[src/rtl/bcd_scan_display_if.sv]
// Bus between a BCD counter chain (master) and the scanned 7-segment driver (slave).
// There is no valid/ready pair here. latch is a level strobe sampled on every rising clk,
// and bcd_in is captured on any edge where latch=1. seg, dig_sel and frame are registered outputs of the slave.
interface bcd_scan_display_if #(
    parameter int DIGITS = 4
);
    logic [4*DIGITS-1:0] bcd_in;
    logic                latch;
    logic [6:0]          seg;
    logic [DIGITS-1:0]   dig_sel;
    logic                frame;

    modport master (output bcd_in, latch, input seg, dig_sel, frame);
    modport slave  (input bcd_in, latch, output seg, dig_sel, frame);
endinterface

[src/rtl/bcd_scan_display.sv]
// Captures a packed BCD word on latch and scans it digit by digit onto one 7-segment bus.
// Optional leading-zero blanking is enabled by defining LZB_EN.
module bcd_scan_display #(
    parameter int DIGITS   = 4,
    parameter int SCAN_DIV = 1000,
    parameter int DIV_W    = 16
) (
    input  logic                clk,
    input  logic                rst,
    bcd_scan_display_if.slave   bus
);
    localparam int IDX_W = (DIGITS > 1) ? $clog2(DIGITS) : 1;
    localparam logic [DIV_W-1:0] DIV_TC   = DIV_W'(SCAN_DIV - 1);
    localparam logic [IDX_W-1:0] IDX_LAST = IDX_W'(DIGITS - 1);

    logic [4*DIGITS-1:0] snapshot;
    logic [DIV_W-1:0]    prescaler;
    logic [IDX_W-1:0]    scan_idx;
    logic [3:0]          cur_digit;
    logic [DIGITS-1:0]   cur_sel;
    logic                blank;
    logic [6:0]          cur_seg;

    // Segment order {g,f,e,d,c,b,a}; codes above 9 show a bare dash.
    function automatic logic [6:0] decode(input logic [3:0] code);
        case (code)
            4'd0:    decode = 7'b0111111;
            4'd1:    decode = 7'b0000110;
            4'd2:    decode = 7'b1011011;
            4'd3:    decode = 7'b1001111;
            4'd4:    decode = 7'b1100110;
            4'd5:    decode = 7'b1101101;
            4'd6:    decode = 7'b1111101;
            4'd7:    decode = 7'b0000111;
            4'd8:    decode = 7'b1111111;
            4'd9:    decode = 7'b1101111;
            default: decode = 7'b1000000;
        endcase
    endfunction

    always_comb begin
        cur_digit = 4'd0;
        cur_sel   = '0;
        for (int k = 0; k < DIGITS; k++) begin
            if (scan_idx == IDX_W'(k)) begin
                cur_digit  = snapshot[4*k +: 4];
                cur_sel[k] = 1'b1;
            end
        end
    end

`ifdef LZB_EN
    // lead_zero[k]: digit k and every more significant digit are zero.
    logic [DIGITS:0] lead_zero;
    always_comb begin
        lead_zero         = '0;
        lead_zero[DIGITS] = 1'b1;
        blank             = 1'b0;
        for (int k = DIGITS - 1; k >= 0; k--) begin
            lead_zero[k] = lead_zero[k+1] && (snapshot[4*k +: 4] == 4'd0);
            if (k > 0 && scan_idx == IDX_W'(k) && lead_zero[k])
                blank = 1'b1;
        end
    end
`else
    assign blank = 1'b0;
`endif

    assign cur_seg = blank ? 7'd0 : decode(cur_digit);

    always_ff @(posedge clk or posedge rst) begin
        if (rst) begin
            snapshot    <= '0;
            prescaler   <= '0;
            scan_idx    <= '0;
            bus.seg     <= '0;
            bus.dig_sel <= '0;
            bus.frame   <= 1'b0;
        end else begin
            if (bus.latch)
                snapshot <= bus.bcd_in;
            if (prescaler == DIV_TC) begin
                prescaler <= '0;
                scan_idx  <= (scan_idx == IDX_LAST) ? '0 : scan_idx + 1'b1;
            end else begin
                prescaler <= prescaler + 1'b1;
            end
            bus.seg     <= cur_seg;
            bus.dig_sel <= cur_sel;
            // Wrap is seen as the last digit lit while the index already points at digit 0.
            bus.frame   <= (scan_idx == '0) && bus.dig_sel[DIGITS-1];
        end
    end
endmodule

[src/flat_wrapper.sv]
// flat-port wrapper written by rule: the top's interface ports become plain ports
module bcd_scan_display_flat 
#(
    parameter int DIGITS   = 4,
    parameter int SCAN_DIV = 1000,
    parameter int DIV_W    = 16
)
  (clk, rst, bus_bcd_in, bus_latch, bus_seg, bus_dig_sel, bus_frame);
  bcd_scan_display_if #(.DIGITS(DIGITS)) bus_i ();
  input  logic clk;
  input  logic rst;
  input wire logic [$bits(bus_i.bcd_in)-1:0] bus_bcd_in;
  input wire logic [$bits(bus_i.latch)-1:0] bus_latch;
  output wire logic [$bits(bus_i.seg)-1:0] bus_seg;
  output wire logic [$bits(bus_i.dig_sel)-1:0] bus_dig_sel;
  output wire logic [$bits(bus_i.frame)-1:0] bus_frame;
  assign bus_i.bcd_in = bus_bcd_in;
  assign bus_i.latch = bus_latch;
  assign bus_seg = bus_i.seg;
  assign bus_dig_sel = bus_i.dig_sel;
  assign bus_frame = bus_i.frame;
  bcd_scan_display #(.DIGITS(DIGITS), .SCAN_DIV(SCAN_DIV), .DIV_W(DIV_W)) u_core (.clk(clk), .rst(rst), .bus(bus_i));
endmodule
[config.mk]
export PLATFORM = sky130hd
export DESIGN_NAME = bcd_scan_display_flat
export DESIGN_NICKNAME = d
export VERILOG_FILES = /design/src/rtl/bcd_scan_display_if.sv /design/src/rtl/bcd_scan_display.sv /design/src/flat_wrapper.sv
export SDC_FILE = /design/constraint.sdc
export NUM_CORES = 1
export LEC_CHECK = 0
export BUFFER_PORTS_ARGS = -buffer_cell sky130_fd_sc_hd__buf_2
export CAP_MARGIN = 20
export CORE_MARGIN = 2
export CORE_UTILIZATION = 40
export DETAILED_ROUTE_END_ITERATION = 12
export PLACE_DENSITY_LB_ADDON = 0.1
export SLEW_MARGIN = 15
export SYNTH_ARGS = -nofsm -noshare
export SYNTH_HDL_FRONTEND = slang
export SYNTH_SLANG_ARGS = --single-unit
[constraint.sdc]
create_clock -name clk -period 3.3 [get_ports clk]
set_clock_uncertainty 0.15 [all_clocks]
set_input_delay 0.165 -clock clk [delete_from_list [all_inputs] [get_ports clk]]
set_output_delay 0.165 -clock clk [all_outputs]
set_load 0.02 [all_outputs]
Yosys cells after proc, flatten, opt, wreduce, memory -nomap -nowiden:

Memory sizes are Yosys's and may differ from the RTL's. A register that Yosys moved wholly into a read port is not among the register bits.
Cells that the tools add are included.

* output and inout bits: 12
* bits in latches: 0
* word-level logic and storage cells: 24
* memories kept: 1
* input port bits: 19
* register bits: 39
* bits in writable memories: 0
* ROM bits: 112

Memory list
* (name not given): depth 16, width 7, rd ports 1, clocked after Yosys merged registers in 1, wr ports 0, RTL line bcd_scan_display.sv:26 `case (code)`

* bitwise logic cells: 0
* reductions and logical operators: 2
* magnitude comparators: 0
* multipliers: 0
* muxes and demuxes: 10
* div/mod/pow operators: 0
* shift operators: 0
* add/sub/neg operators: 2
* equality and inequality tests: 4

Operators with widths (number)
* 16-bit by 1-bit adder with 16-bit output (second input constant): 1
* 16-bit by 10-bit equality test with 1-bit output (second input constant): 1
* 16-bit 2-to-1 mux: 1
* 4-bit 2-to-1 mux: 4
* 2-bit equality test (second input constant): 2
* 1-bit 2-to-1 mux: 4
* 2-bit by 1-bit adder with 2-bit output (second input constant): 1
* 2-bit by 1-bit equality test with 1-bit output (second input constant): 1
* 2-bit logical NOT: 1
* 2-bit 2-to-1 mux: 1
* 1-bit logical AND: 1

Longest topological paths before layout:

* depth in word-level cells: 5
* mapped depth: 10
* mapped depth without buffers: 10

Least setup slack after synthesis:

OpenSTA, ideal clock, no wires.

* path type: flip-flop to flip-flop
* from: reg u_core.scan_idx[0]
* to: reg u_core.bus.seg[3]
* path slack: 819 ps
* arrival: 2249 ps
* cell stages (with the launch flop): 11
* data required time: 3068 ps
* library setup time: 82 ps
* clock period less this slack: 2481 ps
* path through: dfrtp_1 > ha_1 > clkbuf_8 > a211oi_1 > a211o_1 > inv_1 > ha_1 > inv_1 > a2111oi_0 > o21ba_1 > o22ai_1

* cells in the longest elaborated chain, start to end: 5
* elaborated cells between the ends (all ways): 8
* those cells by class: eq/ne: 3; mux: 4; reduce/logical: 1

RTL lines
* from (decl): RTL line bcd_scan_display.sv:18 `logic [IDX_W-1:0] scan_idx;`
* from (signal assigned): RTL line bcd_scan_display.sv:84 `scan_idx <= (scan_idx == IDX_LAST) ? '0 : scan_idx + 1'b1;`
* 2-bit logical NOT: RTL line bcd_scan_display.sv:45 `if (scan_idx == IDX_W'(k)) begin`
* 4-bit 2-to-1 mux (3 in series): RTL line bcd_scan_display.sv:45
* 4-bit 2-to-1 mux (*): RTL line bcd_scan_display.sv:45
* to (decl): RTL line bcd_scan_display_if.sv:14 `modport slave (input bcd_in, latch, output seg, dig_sel, frame);`

Every way passes the cells marked *; elsewhere a longest branch is shown, timed or not.
A chain may end at the register's enable or synchronous reset.

Worst setup path in the final report:

Same ends and word-level chain as after synthesis.

==> metrics.txt <==
outcome=finished, final reports clean; n_diodes=0; Tmin final=2824 ps; drt first pass iters=4; Worst IR Drop VDD=0.2200 mV; Startpoint Class=flip-flop; Avg Cell Area, Syn=11.78 µm²; vias in the first global route=1574; Post-Syn Area=0.002168 mm²; NetSw=259.4 µW; DRC viols=0; Sw Share=23.82%; RR Endpoint=u_core.bus.seg[3]; Top Family by Delay on Critical Path=compound AO/OA/AOI/OAI gates; Setup TNS=0 ps; Worst R2R Path Depth=10; GP Congestion=0.8463; CP required=3360 ps; RSZ-0062 raised after global routing=false; CP Launch Point=u_core.scan_idx[0]; Final setup viols=0; Worst-Skew Late Latency=290 ps; Least-Margin Pin Slew=570.7 ps; Routed WL=4106 µm; Port Buffer Count=30; CP max stage delay=480 ps; largest net degree at the start of global routing=47; Tot Pwr=1089 µW; synth warn=0; Hold WC Path Type=in -> reg; Setup WS post-layout=475.8 ps; clk slew on worst S/H paths=80 ps; Core Footprint=0.005172 mm²; Cells after Synth=184; Inserted Clock Buffers=5; source of the worst hold timing path=bus_latch; Pwr Density=413.3 mW/mm²; initial antenna violation count=0; clk buf depth=2; max-slew violations=0; clock sinks=46; Chip Width=77.63 µm; CTS root buf=clkbuf_8; Worst Hold Depth=3; final worst-path cycle share=85.58%; max cap viols=0; final hold vios=0; Die Area=0.006026 mm²; Critical Path AT=2880 ps; drt via density=4.891; crit-path max FO=9; fmax=354.1 MHz; FP Rows=26; crit end category=flip-flop; io pins=31; relative slew slack=61.96%; share of total power in the clock network=29.9%; buffers and inverters on the worst path=2; die span in y=77.63 µm; setup bufs post-CTS=0; Mapped Nets=215; HPWL Detailed=2929 µm; P&R area growth vs syn=21.52%; Seq pwr share=56.1%; Cell variety after synth=45; CP Class=reg -> reg; Post-DP Area=0.002382 mm²; H-tree levels=2; setup slack, reg-to-reg=480 ps; layout cells sized above 1=24.03%; first-pass GRT wire length=7182 µm; routed length per instance=13.55 µm; Pint=829.6 µW; TritonCTS clock tree=yes; Starting Density=41.92%; WHS Endpoint=u_core.snapshot[9]; GRT Util Overall=15.11%; Fill cells=469; post-route ant nets=0; Setup WS pre-CTS=569.6 ps; vias=1482; post-route cell area=0.002635 mm²; Leakage=0.001235 µW; critical path, cell by cell=inv_1 > ha_1 > a21oi_1 > o21ai_0 > a22o_1 > ha_1 > inv_1 > a2111oi_0 > o21ba_1 > o22ai_1; Comb power frac=14.0%; 1st-iter DRT viols=91; slowest cell on the critical path=a2111oi_0; synthesized flop and latch total=46; Overflow after GRT=0; worst r2r src=u_core.scan_idx[0]; Total Nets Final=265; Seq/Total Area, Yosys=53.09%
worst reg2reg max path, cell delays in order (launching register included):
cell       delay, ps
dfrtp_1          420
inv_1            100
ha_1             310
a21oi_1          130
o21ai_0          130
a22o_1           320
ha_1             330
inv_1             30
a2111oi_0        480
o21ba_1          230
o22ai_1          120
synthesized netlist by cell type (all sizes together):
library cell	count	area [µm²]
o21bai	1	7.510
o22a	1	8.760
a221o	1	10.01
nor3	5	25.02
nand3	6	30.03
or2	1	6.260
ha	12	150.1
a22o	1	8.760
buf	3	13.76
nand4	2	12.51
a21o	1	7.510
a221oi	1	8.760
or3	1	6.260
and2	3	18.77
dfrtp	46	1151
inv	10	37.54
and3	3	18.77
xor2	8	70.07
a21oi	4	20.02
nand2	12	45.04
clkbuf	2	17.51
o21ai	7	35.03
mux2i	1	10.01
o22ai	5	31.28
a2111oi	1	8.760
nor3b	2	20.02
o21ba	1	10.01
nor4b	1	8.760
and4b	1	10.01
xnor2	4	35.03
a211o	1	8.760
nor4bb	1	10.01
nor2	8	30.03
nand3b	3	22.52
mux2	16	180.2
and2b	1	8.760
a31oi	1	6.260
a211oi	3	40.04
nor2b	3	18.77
placed cells by master (no fill, tap or decap), types with 4 or more instances in the layout:
master	Yosys	routed
buf_2	2	30
mux2_2	14	14
inv_1	10	9
dlygate4sd3_1	0	17
a21oi_1	4	4
nor3_1	5	5
xor2_1	8	8
nor2_1	8	8
dfrtp_1	46	46
clkbuf_8	1	6
nand3_1	6	6
xnor2_1	4	4
ha_1	12	12
o22ai_1	5	5
o21ai_0	7	7
nand2_1	12	12
area by class of cell:
cell class                 count  area (µm²)  share of cell area, %
multi-input combinational    123       948.4                  35.99
tap                           70       87.58                  3.324
timing repair buffer          48       327.8                  12.44
inverter                      10       37.54                  1.424
clock buffer                   6       82.58                  3.134
sequential                    46        1151                  43.68
through the flow:
step	hold WS [ps]	std cells	util, %
floorplan	136.0	184	-
global placement	178.8	280	46.06
detailed placement	194.3	280	46.06
CTS	150.8	303	50.94
global route	200.8	303	50.94
finish	161.3	303	50.94
power by group through the flow:
stage	Sequential (µW)	Combinational [µW]	Clock, µW
after floorplan	636	77.7	0
after global placement	623	134	0
after detailed placement	622	139	0
after CTS	611	155	339
after global routing	614	169	366
final	611	153	325
state kept, by name, summed over array words and instances, names as in the netlist:
register and count:
u_core.bus.dig_sel 4, u_core.snapshot 16, u_core.prescaler 16, u_core.bus.frame 1, u_core.bus.seg 7, u_core.scan_idx 2
worst max path at each step:
stage | end | slack [ps] | cells past startpoint
2_1_floorplan | u_core.bus.seg[3] | 820 | 10
3_3_place_gp | u_core.bus.seg[3] | 670 | 10
3_5_place_dp | u_core.bus.seg[3] | 570 | 10
4_1_cts | u_core.bus.seg[3] | 530 | 10
5_1_grt | u_core.bus.seg[3] | 260 | 10
6_report | u_core.bus.seg[3] | 480 | 10
kinds of logic after synthesis:
logic type / share of synthesized area [%]
simple gates: 13.45
xor+xnor: 4.847
flops: 53.09
compound gates: 9.753
mux: 8.771
buf+inv: 3.173
fa+ha+maj: 6.924
layer usage:
layer / vias to the layer above / part of all wire (%) / global-route usage [%]
li1: 739 / - / -
met1: 712 / 43 / 17.11
met2: 27 / 52 / 27.33
met3: 4 / 3.5 / 3.605
met4: 0 / 1.1 / 5.714
met5: - / 0 / 0
repair_timing:
action                                  4_1_cts  5_1_grt
endpoints found under the setup margin        0        0
endpoints found under the hold margin        62        0
gates resized for setup                       0        0
hold buffers                                 17        0
(Power assumes the default switching activity.)
